## src/rtl/booth_mul_seq.sv

```systemverilog
// rtl/booth_mul_seq.sv - iterative radix-4 Booth multiplier sharing one 66-bit CLA
module CLA #(
   parameter int W = 66
) (
   input  logic [W-1:0] a,
   input  logic [W-1:0] b,
   input  logic         cin,
   output logic [W-1:0] sum
);
   logic [W-1:0] p0, gp, pp, gn, pn, carry;

   // Kogge-Stone prefix over (g, p); cin folds in after the prefix
   always_comb begin
      p0    = a ^ b;
      gp    = a & b;
      pp    = p0;
      gn    = '0;
      pn    = '0;
      carry = '0;
      for (int s = 1; s < W; s = s * 2) begin
         for (int i = 0; i < W; i++) begin
            if (i >= s) begin
               gn[i] = gp[i] | (pp[i] & gp[i-s]);
               pn[i] = pp[i] & pp[i-s];
            end else begin
               gn[i] = gp[i];
               pn[i] = pp[i];
            end
         end
         gp = gn;
         pp = pn;
      end
      carry[0] = cin;
      for (int i = 1; i < W; i++) begin
         carry[i] = gp[i-1] | (pp[i-1] & cin);
      end
      sum = p0 ^ carry;
   end
endmodule

module booth_mul_seq #(
   parameter int XLEN      = 32,
   parameter bit ZERO_SKIP = 1'b1
) (
   input  logic                clock,
   input  logic                reset,
   input  logic                flush,
   input  logic                in_valid,
   output logic                in_ready,
   input  logic [XLEN-1:0]     a,
   input  logic [XLEN-1:0]     b,
   input  logic                a_signed,
   input  logic                b_signed,
   output logic                out_valid,
   input  logic                out_ready,
   output logic [2*XLEN-1:0]   result,
   output logic                busy
);
   localparam int AW   = 2 * XLEN + 2;
   localparam int YW   = XLEN + 3;
   localparam int CW   = $clog2(XLEN / 2 + 1);
   localparam logic [CW-1:0] LAST = CW'(XLEN / 2);

   typedef enum logic [1:0] {S_IDLE, S_BUSY, S_DONE} state_t;

   state_t          state_q, state_d;
   logic [AW-1:0]   x_q, acc_q, mult, opb, sum;
   logic [YW-1:0]   y_q;
   logic [CW-1:0]   cnt_q;
   logic            neg;
   logic            zero_op;
   logic [AW-1:0]   a_ext;
   logic [YW-1:0]   y_init;

   assign a_ext   = {{(AW-XLEN){a_signed & a[XLEN-1]}}, a};
   assign y_init  = {{2{b_signed & b[XLEN-1]}}, b, 1'b0};
   assign zero_op = ZERO_SKIP && ((a == '0) || (b == '0));

   // Booth digit select from the low three bits of the multiplier shift register
   always_comb begin
      mult = '0;
      neg  = 1'b0;
      case (y_q[2:0])
         3'b001, 3'b010: mult = x_q;
         3'b011:         mult = {x_q[AW-2:0], 1'b0};
         3'b100: begin
            mult = {x_q[AW-2:0], 1'b0};
            neg  = 1'b1;
         end
         3'b101, 3'b110: begin
            mult = x_q;
            neg  = 1'b1;
         end
         default: ;
      endcase
      opb = neg ? ~mult : mult;
   end

   CLA #(.W(AW)) u_cla (
      .a   (acc_q),
      .b   (opb),
      .cin (neg),
      .sum (sum)
   );

   always_ff @(posedge clock) begin
      if (reset) begin
         state_q <= S_IDLE;
      end else begin
         state_q <= state_d;
      end
   end

   always_comb begin
      state_d = state_q;
      case (state_q)
         S_IDLE: if (in_valid) state_d = zero_op ? S_DONE : S_BUSY;
         S_BUSY: if (cnt_q == LAST) state_d = S_DONE;
         S_DONE: if (out_ready) state_d = S_IDLE;
         default: state_d = S_IDLE;
      endcase
      if (flush) state_d = S_IDLE;
   end

   always_ff @(posedge clock) begin
      if (reset) begin
         x_q   <= '0;
         y_q   <= '0;
         acc_q <= '0;
         cnt_q <= '0;
      end else if (flush) begin
         acc_q <= '0;
         cnt_q <= '0;
      end else begin
         case (state_q)
            S_IDLE: if (in_valid) begin
               x_q   <= a_ext;
               y_q   <= y_init;
               acc_q <= '0;
               cnt_q <= '0;
            end
            S_BUSY: begin
               acc_q <= sum;
               x_q   <= {x_q[AW-3:0], 2'b00};
               y_q   <= {{2{y_q[YW-1]}}, y_q[YW-1:2]};
               cnt_q <= cnt_q + 1'b1;
            end
            default: ;
         endcase
      end
   end

   assign in_ready  = (state_q == S_IDLE);
   assign out_valid = (state_q == S_DONE);
   assign busy      = (state_q != S_IDLE);
   assign result    = acc_q[2*XLEN-1:0];
endmodule

```

## config.mk

```make
export PLATFORM = sky130hd
export DESIGN_NAME = booth_mul_seq
export DESIGN_NICKNAME = d
export VERILOG_FILES = /design/src/rtl/booth_mul_seq.sv
export SDC_FILE = /design/constraint.sdc
export NUM_CORES = 1
export LEC_CHECK = 0
export ABC_AREA = 1
export BUFFER_PORTS_ARGS = -buffer_cell sky130_fd_sc_hd__buf_4
export CAP_MARGIN = 20
export CORE_AREA = 2 2 190 192
export CTS_CLUSTER_SIZE = 14
export DETAILED_ROUTE_END_ITERATION = 8
export DIE_AREA = 0 0 192 194
export SYNTH_ARGS = -nofsm -noshare
export SYNTH_HDL_FRONTEND = slang
export SYNTH_SLANG_ARGS = --single-unit
```

## constraint.sdc

```tcl
create_clock -name clock -period 3.2 [get_ports clock]
set_clock_uncertainty 0.2 [all_clocks]
set_input_delay 0.48 -clock clock [delete_from_list [all_inputs] [get_ports clock]]
set_output_delay 0.48 -clock clock [all_outputs]
set_load 0.01 [all_outputs]
```

**After elaboration in Yosys (flattened, before gate mapping)**

Cells that the tools add are included.

- Bits in read-only memories: 0
- Logic and storage cells: 1171
- Input port bits: 71
- Register bits after elaboration: 174
- Latch bits: 0
- Bits in writable memories: 0
- Output and inout bits: 67
- Memories: 0

- Equal/unequal tests: 12
- Divide/modulo/power cells: 0
- Multipliers: 0
- $add $sub $neg: 1
- Muxes and demuxes: 16
- Shift-type cells: 0
- Reduce and logical (&&, ||, !) cells: 14
- Bitwise gates (word level): 1122
- $lt $le $gt $ge: 0

Operators with widths:

| cell | count |
|---|---|
| AND 1 bit | 723 |
| case mux 66 bit (2 select lines) | 3 |
| OR 1 bit | 393 |
| 2-to-1 mux 66 bit | 3 |
| XOR 66 bit | 2 |
| case mux 35 bit (2 select lines) | 1 |
| inverter 66 bit | 1 |
| AND 65 bit | 1 |
| zero test 32 bit | 2 |
| 2-to-1 mux 35 bit | 1 |
| case mux 5 bit (2 select lines) | 1 |
| equality test 3 bit (second input constant) | 3 |
| 2-to-1 mux 2 bit | 4 |
| equality test 3 x 2 -> 1 bit (second input constant) | 2 |
| case mux 2 bit (3 select lines) | 1 |
| AND reduction 3 bit | 2 |
| adder 5 x 1 -> 5 bit (second input constant) | 1 |
| equality test 5 bit (second input constant) | 1 |
| 2-to-1 mux 5 bit | 1 |
| != test 2 bit (second input constant) | 2 |
| AND reduction 4 bit | 1 |
| nonzero test 2 bit | 2 |
| OR reduction 2 bit | 2 |
| OR reduction 4 bit | 1 |
| 10 further kinds | 11 |

**Depth between registers and ports, before layout**

- Depth after elaboration: 22
- Gate-level depth with buffers: 22
- Depth with buffers taken out: 21

**Modules after synthesis**

Synthesis repeated with hierarchy kept, for this count alone.

- Cell total of the unflattened synthesis: 2488
- Area total of the unflattened synthesis: 15005.6 µm²

Modules (own cells, without submodules):

| module | times used | seq. area each (µm²) | area each (µm²) | cells an instance |
|---|---|---|---|---|
| booth_mul_seq | 1 | 3483.3 | 8735.9 | 1207 |
| CLA | 1 | 0.0 | 6269.8 | 1281 |

**Least setup slack after synthesis**

OpenSTA, ideal clock, no wires.

- Kind: register to register
- From: register y_q[0]
- To: register acc_q[24]
- Cell stages (with the launch flop): 18
- Library setup time: 0.132 ns
- Required time: 2.868 ns
- Period minus slack after synthesis: 3.043 ns
- Arrival time: 2.710 ns
- Path buffers: 1
- Setup slack: 0.157 ns
- Path through: dfxtp_1 or2_1 nand2_1 clkbuf_1 o22ai_1 xor2_1 ha_1 nand2_1 inv_1 a21oi_1 nor2_1 nor2_1 nand2_1 nand2_1 nand2_1 or2_2 nand3_1 a21oi_1

- Longest elaborated chain between the ends: 18
- Elaborated cells between the ends (all ways): 88
- Those cells by class: eq/ne (6); mux (4); bitwise (75); reduce/logical (3)

Ends and longest elaborated chain:

| what | RTL line | RTL |
|---|---|---|
| start, declared | 68 | `logic [YW-1:0] y_q;` |
| start signal, assigned | 138 | `y_q <= y_init;` |
| start signal, assigned | 145 | `y_q <= {{2{y_q[YW-1]}}, y_q[YW-1:2]};` |
| equality test 3 bit (tied with other cells) | 83 | `case (y_q[2:0])` |
| OR reduction 4 bit (no line) or OR reduction 2 bit (tied branches) | - |  |
| case mux 66 bit (2 select lines) | 83 |  |
| inverter 66 bit | 96 | `opb = neg ? ~mult : mult;` |
| 2-to-1 mux 66 bit | 96 |  |
| XOR 66 bit or AND 65 bit (tied branches) | 14, 15 |  |
| AND 1 bit | 23 | `gn[i] = gp[i] \| (pp[i] & gp[i-s]);` |
| OR 1 bit | 23 |  |
| AND 1 bit | 23 |  |
| OR 1 bit | 23 |  |
| AND 1 bit | 23 |  |
| OR 1 bit | 23 |  |
| AND 1 bit | 23 |  |
| OR 1 bit (2 in a row) | 23 |  |
| OR 1 bit | 35 | `carry[i] = gp[i-1] \| (pp[i-1] & cin);` |
| XOR 66 bit * | 37 | `sum = p0 ^ carry;` |
| case mux 66 bit (2 select lines) * | 135 | `case (state_q)` |
| end signal, assigned | 143 | `acc_q <= sum;` |
| end, declared | 67 | `logic [AW-1:0] x_q, acc_q, mult, opb, sum;` |

Every way passes the cells marked *; elsewhere a longest branch is shown, timed or not.
A chain may end at the register's enable or synchronous reset.

**Worst setup path in the final report**

- From: register y_q[1]
- To: register acc_q[57]

- Longest elaborated chain between the ends: 20
- Elaborated cells between the ends (all ways): 187
- Those cells by class: eq/ne (6); mux (4); bitwise (174); reduce/logical (3)

Ends and longest elaborated chain:

| what | RTL line |
|---|---|
| equality test 3 bit (tied with other cells) | 83 |
| OR reduction 4 bit (no line) or OR reduction 2 bit (tied branches) | - |
| case mux 66 bit (2 select lines) | 83 |
| inverter 66 bit | 96 |
| 2-to-1 mux 66 bit | 96 |
| XOR 66 bit or AND 65 bit (tied branches) | 14, 15 |
| AND 1 bit | 23 |
| OR 1 bit | 23 |
| (+4 left out) | - |
| AND 1 bit or OR 1 bit (tied branches) | 23 |
| OR 1 bit or AND 1 bit (tied branches) | 23 |
| AND 1 bit or OR 1 bit (tied branches) | 23 |
| OR 1 bit or AND 1 bit (tied branches) | 23 |
| OR 1 bit | 23 |
| OR 1 bit | 35 |
| XOR 66 bit * | 37 |
| case mux 66 bit (2 select lines) * | 135 |

Marks and branches as above.

==> results by group <==
Hold path
  • Hold Crit Class: input pin to register

Floorplanning
  • Row count: just under 70
  • Starting density of the core: approximately 39%
  • Die Span Y: around 190 µm
  • Core region area: around 35000 µm²
  • DIE AREA: between 30000 and 40000 µm²
  • Die width: 192 µm
  • Ports: between 100 and 150

Critical path
  • Max Fanout on Critical Path: 8
  • Critical path launch point type: register
  • Crit path capture type: register
  • Crit Path Class: register to register
  • Critical Path RT: between 3000 and 4000 ps
  • CP Data Arrival Time: between 3000 and 4000 ps
  • R2R setup slack: -180 ps

Synthesis
  • Syn_nets: between 2000 and 2500
  • Number of synthesized register bits: between 150 and 200
  • Sequential area share after synthesis: 24.58%
  • Distinct cells, synth: 41
  • Cells after Synth: about 2300
  • Avg Inst Size Synth: between 6 and 7 µm²
  • Ys Warns: 0
  • Cell area after synthesis: 13850 µm²

Global route
  • Pin count of the biggest net entering global routing: 127
  • Total congestion overflow: 0
  • Total GRT Usage: roughly 27%
  • Global-route wire length before repair: between 80000 and 90000 µm
  • Vias in the first global route: about 15000
  • Antenna violations before repair: 1

Run
  • Max Cap Viol: 0

Timing
  • Worst slew margin: between 30% and 40%
  • Max Slew Vio Count: 0
  • Fin crit period: approximately 3400 ps
  • # setup viols final: 44
  • Final hold vios: 0
  • Final setup margin: -176.9 ps
  • Slew @ Worst Pin: 956.7 ps
  • Worst hold slack: 41.25 ps
  • Crit share post-route: 105.5%
  • RSZ-0062 raised after global routing: true
  • Fmax: approximately 300 MHz

Pwr
  • PwrDens: between 300 and 400 nW/µm²
  • Combinational power share: approximately 29%
  • Worst IR drop on VDD: around 0.39 mV
  • Sw Ratio: about a third
  • Int Pwr: around 4.1 mW
  • Sequential share of power: about 37%
  • Clock power frac: between 30% and 40%
  • Switching Power: approximately 2.1 mW
  • LEAKAGE: about 9.3 nW

Place
  • GPL Wtd Cong: approximately 1.0
  • Hpwl dp: about 39000 µm
  • Port bufs: about 140
  • Placed Area: 16880 µm²

CTS
  • H-tree levels: 4
  • Hold-fix buffers, CTS: 0
  • Clk slew on worst S/H paths: around 70 ps
  • Total clock sinks: 170
  • Skew-Pair Late Insertion Delay: between 400 and 500 ps
  • Root Buffer: clkbuf_16
  • Cts bufs inserted: 17
  • CTS tree: built
  • CTS Buffer Depth: 2

Routing
  • Total number of vias: 16360
  • Post-route ant nets: 0
  • DR iter-0 viols: 1342
  • Via/cell ratio: 5.260
  • DRT Pass-1 Iters: 5
  • Post-route DRC: 0
  • Detailed Route WL: ~53000 µm
  • Wire per inst: about 17 µm

Layout
  • Register Area: 3406 µm²
  • Filler Cell Count: between 3000 and 4000
  • Share of cells above drive strength 1: 30.55%
  • Layout overhead on the synthesized area: 41.80%
  • Multi-input logic area: about 10000 µm²
  • Final net count: about 2800
  • Cell area after layout: between 15000 and 20000 µm²

Outcome
  • Outcome: finished with violations
  • Violated checks: setup timing
==> cells in the final DEF (no fill, tap or decap), types with 18 or more instances in the layout <==
master	Yosys	layout
a21oi_1	192	137
a21oi_2	1	51
a31oi_1	64	64
buf_4	1	375
clkbuf_16	0	24
dfxtp_1	170	168
ha_1	81	56
ha_4	0	22
inv_1	342	330
inv_2	11	20
nand2_1	704	617
nand2_2	26	93
nand2_4	1	19
nand3_1	89	81
nand3b_1	18	18
nor2_1	115	76
nor2_2	15	38
nor2_4	4	20
o21ai_0	175	153
o21ai_1	3	21
o22ai_1	63	20
o22ai_2	0	38
xor2_1	65	46
==> flip-flops by register name, summed over array words and instances (netlist names) <==
| signal | count |
|---|---|
| acc_q | 64 |
| x_q | 64 |
| state_q | 2 |
| cnt_q | 5 |
| y_q | 35 |
==> kinds of logic after synthesis <==
family	after synthesis	share of synthesized area (%)
xor+xnor	65	4.111
fa+ha+maj	81	7.318
flops	170	24.58
compound gates	513	20.03
buf+inv	443	12.24
simple gates	1035	31.72
==> per-layer routing <==
layer	GRT usage, %	vias up	wire length [µm]
met3	4.217	92	3613
met2	43.33	556	23550
met5	0	-	0
met4	9.104	0	1669
met1	37.58	7591	23920
li1	-	8120	-
==> power groups by stage <==
stage                     Combinational, mW  Clock (mW)  Sequential, mW
after global placement                 1.45           0            2.33
after detailed placement               1.46           0            2.33
final                                  1.83        2.11            2.29
after CTS                              1.56        2.14            2.29
after global routing                   1.97        2.23            2.30
after floorplan                       0.816           0            2.32
==> cell type report <==
class / count / area share (%)
multi-input combinational: 1694 / 53.26
sequential: 170 / 17.34
timing repair buffer: 399 / 16.80
inverter: 353 / 6.792
tap: 461 / 2.937
clock buffer: 21 / 2.294
clock inverter: 11 / 0.5607
antenna: 1 / 0.01274
==> Yosys cell counts, drive strengths merged <==
cell type	instances	area, µm²
nand2	731	2816
and2	2	12.51
or2	11	68.82
o221ai	1	8.760
nand3	93	485.5
ha	81	1013
o21bai	6	48.80
nor4	18	112.6
a211oi	3	22.52
a21o	1	7.510
nor3	16	116.4
o21a	2	15.01
o22ai	63	394.1
o21ai	179	899.6
a21oi	193	969.7
o31ai	1	7.510
inv	353	1325
buf	24	120.1
xor2	65	569.3
nand4	12	75.07
clkbuf	66	250.2
a31oi	64	400.4
nand3b	18	135.1
nor2	134	570.5
dfxtp	170	3403
==> path summary, 6_finish.rpt <==
| kind | endpoint | startpoint | cells after the start |
|---|---|---|---|
| hold reg to reg | x_q[63] | x_q[63] | 2 |
| setup reg to reg | acc_q[57] | y_q[1] | 21 |
| setup / recovery | acc_q[57] | y_q[1] | 21 |
| hold / removal | y_q[0] | reset | 2 |
==> metrics by stage <==
stage	worst slack, ps	total power [mW]	TNS [ps]	util [%]	cells
finish	-176.9	6.225	-3219	55.75	3110
global route	-333.5	6.498	-13400	55.75	3110
CTS	-83.17	5.989	-682.0	51.64	3079
detailed placement	-306.3	3.792	-7869	47.93	3038
global placement	-282.8	3.775	-6702	47.93	3038
floorplan	157.5	3.133	0	-	2307
==> worst max-delay path, cell delays in order, from the launching register on <==
cell and delay, ps:
dfxtp_2 340, or2_4 290, nand2_4 90, nand2_8 110
clkbuf_16 190, o22ai_4 100, buf_6 130, xor2_4 240
ha_4 250, nand2_1 80, nand2_2 80, a21oi_2 150
buf_4 120, nand2_1 80, buf_4 130, nand2_1 50
nand2_1 80, a21oi_2 180, nand3_1 90, nand2_1 60
nand3_1 80, a21oi_2 170
==> timing repair <==
item,CTS,global route
setup buffers,9,22
pin swaps,23,74
resized for setup,146,253
cloned,0,8
endpoints found under the setup margin,48,57
Power figures use the tool's default switching activity.
